File: config.mk
export PLATFORM = sky130hd
export DESIGN_NAME = control_sequencer
export DESIGN_NICKNAME = d
export VERILOG_FILES = /design/src/rtl/control_sequencer.sv
export SDC_FILE = /design/constraint.sdc
export NUM_CORES = 1
export LEC_CHECK = 0
export ABC_CLOCK_PERIOD_IN_PS = 3200
export CELL_PAD_IN_SITES_DETAIL_PLACEMENT = 1
export CELL_PAD_IN_SITES_GLOBAL_PLACEMENT = 1
export CORE_ASPECT_RATIO = 1.25
export CORE_MARGIN = 10
export CORE_UTILIZATION = 27
export CTS_BUF_LIST = sky130_fd_sc_hd__clkbuf_4 sky130_fd_sc_hd__clkbuf_8
export DETAILED_ROUTE_END_ITERATION = 6
export PLACE_DENSITY_LB_ADDON = 0.1
export SYNTH_ARGS = -nofsm -noshare
export SYNTH_HDL_FRONTEND = slang
export SYNTH_SLANG_ARGS = --single-unit
File: constraint.sdc
create_clock -name clk -period 3.2 [get_ports clk]
set_clock_uncertainty 0.05 [all_clocks]
set_input_delay 0.8 -clock clk [delete_from_list [all_inputs] [get_ports clk]]
set_output_delay 0.8 -clock clk [all_outputs]
set_load 0.005 [all_outputs]
File: src/rtl/control_sequencer.sv
// Multicycle ARM-style control sequencer: registered state, combinational next state,
// memory-wait timeout with abort, and registered instruction-boundary pulses.
module control_sequencer #(
   parameter int STATE_W     = 7,
   parameter int IR_W        = 32,
   parameter int MOC_TIMEOUT = 15,
   parameter int CNT_W       = 4
) (
   input  logic               clk,
   input  logic               reset_n,
   input  logic               moc,
   input  logic               cond,
   input  logic [IR_W-1:0]    ir,
   output logic [STATE_W-1:0] state,
   output logic [STATE_W-1:0] next_state,
   output logic               fetch_done,
   output logic               instr_done,
   output logic               mem_abort
);

   typedef enum logic [STATE_W-1:0] {
      S_IDLE      = STATE_W'(0),
      S_FETCH1    = STATE_W'(1),
      S_FETCH2    = STATE_W'(2),
      S_IWAIT     = STATE_W'(3),
      S_DECODE    = STATE_W'(4),
      S_DP_REG    = STATE_W'(5),
      S_DP_IMM    = STATE_W'(6),
      S_BRANCH    = STATE_W'(7),
      S_LINK      = STATE_W'(8),
      S_ADDR_IU   = STATE_W'(33),
      S_LDREQ     = STATE_W'(34),
      S_MWAIT     = STATE_W'(35),
      S_XFER      = STATE_W'(36),
      S_ADDR_RD   = STATE_W'(37),
      S_WB_UP     = STATE_W'(39),
      S_ADDR_POST = STATE_W'(40),
      S_STREQ     = STATE_W'(44),
      S_ADDR_ID   = STATE_W'(46),
      S_ADDR_RU   = STATE_W'(47),
      S_WB_DN     = STATE_W'(49),
      S_ABORT     = STATE_W'(62)
   } state_t;

   localparam logic [STATE_W-1:0] C_LAST_INSTR = STATE_W'(61);
   localparam logic [CNT_W-1:0]   C_LIMIT      = CNT_W'((MOC_TIMEOUT > 0) ? MOC_TIMEOUT - 1 : 0);
   localparam logic               C_TO_EN      = (MOC_TIMEOUT > 0);

   state_t           r_state;
   state_t           w_next;
   logic [CNT_W-1:0] r_cnt;
   logic             r_fetch_done;
   logic             r_instr_done;
   logic             r_mem_abort;
   logic             w_wait;
   logic             w_timeout;
   logic             w_retire;
   logic             w_unused_ir;

   // Decode field D = ir[27:25] plus P/U bits select the first execute state.
   function automatic state_t f_decode(input logic [IR_W-1:0] i_ir);
      state_t v_s;
      v_s = S_IDLE;
      case (i_ir[27:25])
         3'b000:  v_s = S_DP_REG;
         3'b001:  v_s = S_DP_IMM;
         3'b101:  v_s = i_ir[24] ? S_LINK : S_BRANCH;
         3'b010: begin
            if (!i_ir[24]) v_s = S_ADDR_POST;
            else           v_s = i_ir[23] ? S_ADDR_IU : S_ADDR_ID;
         end
         3'b011: begin
            if (!i_ir[24]) v_s = S_ADDR_POST;
            else           v_s = i_ir[23] ? S_ADDR_RU : S_ADDR_RD;
         end
         default: v_s = S_IDLE;
      endcase
      return v_s;
   endfunction

   // Post-indexed transfers always write back; pre-indexed only when W is set.
   function automatic state_t f_after_xfer(input logic [IR_W-1:0] i_ir);
      state_t v_s;
      v_s = S_IDLE;
      if (!i_ir[24] || i_ir[21]) v_s = i_ir[23] ? S_WB_UP : S_WB_DN;
      return v_s;
   endfunction

   assign w_unused_ir = ^ir;
   assign w_wait      = ((r_state == S_IWAIT) || (r_state == S_MWAIT)) && !moc;
   assign w_timeout   = C_TO_EN && w_wait && (r_cnt == C_LIMIT);

   always_comb begin
      w_next = S_IDLE;
      case (r_state)
         S_IDLE:      w_next = S_FETCH1;
         S_FETCH1:    w_next = S_FETCH2;
         S_FETCH2:    w_next = S_IWAIT;
         S_IWAIT:     w_next = moc ? S_DECODE : S_IWAIT;
         S_DECODE:    w_next = cond ? f_decode(ir) : S_IDLE;
         S_DP_REG,
         S_DP_IMM:    w_next = S_IDLE;
         S_LINK:      w_next = S_BRANCH;
         S_BRANCH:    w_next = S_IDLE;
         S_ADDR_IU,
         S_ADDR_ID,
         S_ADDR_RU,
         S_ADDR_RD,
         S_ADDR_POST: w_next = ir[20] ? S_LDREQ : S_STREQ;
         S_LDREQ,
         S_STREQ:     w_next = S_MWAIT;
         S_MWAIT:     w_next = moc ? S_XFER : S_MWAIT;
         S_XFER:      w_next = f_after_xfer(ir);
         S_WB_UP,
         S_WB_DN:     w_next = S_IDLE;
         S_ABORT:     w_next = S_IDLE;
         default:     w_next = S_IDLE;
      endcase
      // moc has already won inside w_wait, so a timeout only overrides a self-loop.
      if (w_timeout) w_next = S_ABORT;
   end

   assign w_retire = (w_next == S_IDLE) && (r_state >= S_DECODE) && (r_state <= C_LAST_INSTR);

   always_ff @(posedge clk or negedge reset_n) begin
      if (!reset_n) begin
         r_state      <= S_IDLE;
         r_cnt        <= '0;
         r_fetch_done <= 1'b0;
         r_instr_done <= 1'b0;
         r_mem_abort  <= 1'b0;
      end else begin
         r_state      <= w_next;
         r_cnt        <= (C_TO_EN && w_wait) ? r_cnt + CNT_W'(1) : '0;
         r_fetch_done <= (r_state == S_IWAIT) && (w_next == S_DECODE);
         r_instr_done <= w_retire;
         r_mem_abort  <= (w_next == S_ABORT) && (r_state != S_ABORT);
      end
   end

   assign state      = r_state;
   assign next_state = w_next;
   assign fetch_done = r_fetch_done;
   assign instr_done = r_instr_done;
   assign mem_abort  = r_mem_abort;

endmodule

==> results.toml <==
[route]
wl_met1_um = 1220
via_per_inst = 5.15
top_layer = "met4"
wl_um = 3040
wl_met3_um = 166
routed-wl-met2_um = 1620
ant_nets = 0
drc_errors = 0
drt_iter0_drc = 60
via_count = 968
wl_per_cell_um = 16.2
drt_first_pass_iters = 4

[critical_path]
arrival_ps = 2270
crit_path_max_incr_delay_ps = 430
cp_num_buf_inv = 2
required_ps = 2350
cp-start-kind = "input port"
path_delay_family = "buffers and inverters"
critPathCaptureType = "output port"
crit_path_max_fanout = 5
path_class = "input port to output port"
cp_cell_sequence = "clkdlybuf4s50_1 -> or3_4 -> or2_4 -> o21a_1 -> dlygate4sd2_1"
cp_slowest_cell = "clkdlybuf4s50_1"

[synth]
synth-seq-area-share_pct = 34.6
yosys_warnings = 0
synth_edf_count = 0
synth.top_cells.by_count = "dfrtp_1, nor2_1, nand2b_1, o21ai_0"
async_flop_share_pct = 100
synth_flop_cell = "dfrtp_1"
synth_cell_type_count = 45
postSynthAreaPerCell_um2 = 8.63
syn_inst = 109
ys_ff_latch = 13
synth.top_cell.area_share_pct = 34.6
syn_area_um2 = 941
yosysMostFrequentCell = "dfrtp_1"
netlist_top_cells_area = "dfrtp_1, nand2b_1, o21ai_0"
synth.largest_area_cell = "dfrtp_1"

[cts]
cts.reportedPaths.clkPinSlew_ps = 50
h-tree-depth = 1
clock_latency_ps = 230
cts_root_buffer = "clkbuf_8"
cts_hold_buf = 0
cts.sinks = 13
clk_path_buf_depth = 2
cts_buffers = 3
cts_tree = "built"

[global_routing]
grt_antenna_before_repair = 0
grt_overflow = 0
grt_pass1_vias = 1050
grt_max_degree = 15
grt_pass1_wl_um = 5010
grt.total_usage_pct = 9.81

[die]
num_rows = 23
start_util_pct = 28.7
dieArea_um2 = 6260
ios = 53
die_h_um = 86
core_area_um2 = 3280
die_x_um = 72.8

[place]
place_area_um2 = 1310
place_hpwl_um = 2490
port-buffer-count = 25
dp_worst_setup_slack_ps = -711
gp_congestion = 0.760

[sta]
period_share_pct = 97.6
max_clock_freq_mhz = 320
worst_pin_slew_ps = 577
setup_slack_ps = 76.9
finalHoldViolations = 0
drv_slew = 0
rsz0062_at_grt = "false"
setup_viol_count_final = 0
min_period_ps = 3120
max-slew-margin-rel_pct = 61.4

[run]
drv_cap = 0

[layout]
drive_gt1_share_pct = 27.2
n_antenna_cell = 0
finalInstanceArea_um2 = 1400
area_growth_pct = 48.3
nets = 190

[power_and_ir_drop]
p_leak_nw = 0.620
finalPower_w = 0.000802
ir_drop_v = 0.000302
p_per_area_nw_per_um2 = 575

[status]
outcome = "finished clean"

[worst_hold_path]
hold_path.class = "register to register"
==> worst register-to-register path, cell delays in order (launching register included) <==
cell     delay [ps]
dfrtp_1         400
or4b_4          560
a211o_1         320
buf_6           130
a221o_1         270
nand4_2          80
buf_4           110
buf_4            90
nor4b_1          40
==> where the power goes <==
part	switching [W]	leakage (nW)	internal, W
clock	0.0000520	0.0262	0.0000960
sequential	0.0000179	0.176	0.000196
combinational	0.000210	0.418	0.000230
total	0.000280	0.620	0.000522
==> routing by layer <==
metal	vias to the layer above	global-route usage, %
li1	476	-
met1	470	10.6
met2	20	17.6
met3	2	2.54
met4	0	3.63
met5	-	0
==> path summary, 6_finish.rpt <==
check	from	endpoint	slack, ps	depth (start not counted)
worst max register to register	state[3]	instr_done	1020	8
min in group asynchronous	reset_n	fetch_done	890	1
worst min register to register	r_cnt[0]	r_cnt[0]	430	1
worst min-delay path	r_cnt[0]	r_cnt[0]	430	1
worst max-delay path	moc	next_state[0]	80	5
max in group asynchronous	reset_n	r_cnt[0]	1840	1
==> final cells by class <==
type                    count  area, um^2
well taps                  37        46.3
fillers                   402        1890
flip-flops and latches     13         325
multi-input cells          82         571
inverters                   6        22.5
repair buffers             46         382
clock buffers               4        48.8
==> kinds of logic (layout without fill, tap and decap cells) <==
group           after synthesis  count (layout)  synth area share (%)
other cells                   1               2                 0.399
fa+ha+maj                     2               2                  2.66
simple gates                 50              50                  32.8
compound gates               24              24                  17.3
xor+xnor                      4               4                  3.72
buf+inv                      15              56                  8.51
flops                        13              13                  34.6
==> repair_timing <==
item,CTS,global route
hold endpoints to repair,0,0
buffers inserted,4,0
gates cloned,0,0
pin swaps,6,2
endpoints found under the setup margin,6,5
gates resized for setup,29,5
==> per-stage QoR <==
| step | std cells | hold slack (ps) | setup TNS (ps) | utilization [%] |
|---|---|---|---|---|
| after global placement | 180 | 419 | -3100 | 40.0 |
| after global routing | 188 | 449 | 0 | 42.5 |
| final | 188 | 434 | 0 | 42.5 |
| after detailed placement | 180 | 431 | -3140 | 40.0 |
| after floorplan | 110 | 402 | 0 | - |
| after CTS | 188 | 438 | 0 | 42.6 |
==> layout by cell type, fill, tap and decap left out, types with 2 or more instances in the layout <==
| master | netlist | final |
|---|---|---|
| inv_1 | 5 | 5 |
| nand2_1 | 4 | 4 |
| or3_1 | 3 | 2 |
| a21oi_1 | 2 | 2 |
| nor4_1 | 2 | 2 |
| xor2_1 | 2 | 2 |
| nand2b_1 | 8 | 8 |
| xnor2_1 | 2 | 2 |
| nor4b_1 | 2 | 2 |
| buf_4 | 2 | 19 |
| clkbuf_8 | 0 | 3 |
| dfrtp_1 | 13 | 13 |
| dlygate4sd2_1 | 0 | 7 |
| ha_1 | 2 | 2 |
| nor2_1 | 10 | 10 |
| clkdlybuf4s50_1 | 0 | 13 |
| o21ai_0 | 8 | 8 |
| buf_6 | 2 | 2 |
| nor2b_1 | 2 | 2 |
| buf_2 | 1 | 3 |
| conb_1 | 1 | 2 |
| nand3_1 | 5 | 5 |
| nor3b_1 | 3 | 2 |
| nor3_1 | 2 | 2 |
| nand4b_1 | 2 | 2 |
| clkbuf_2 | 0 | 2 |
==> state kept, by name, summed over array words and instances (netlist names) <==
signal and flops:
instr_done 1, fetch_done 1, r_cnt 4, state 6, mem_abort 1
Power figures use the tool's default switching activity.
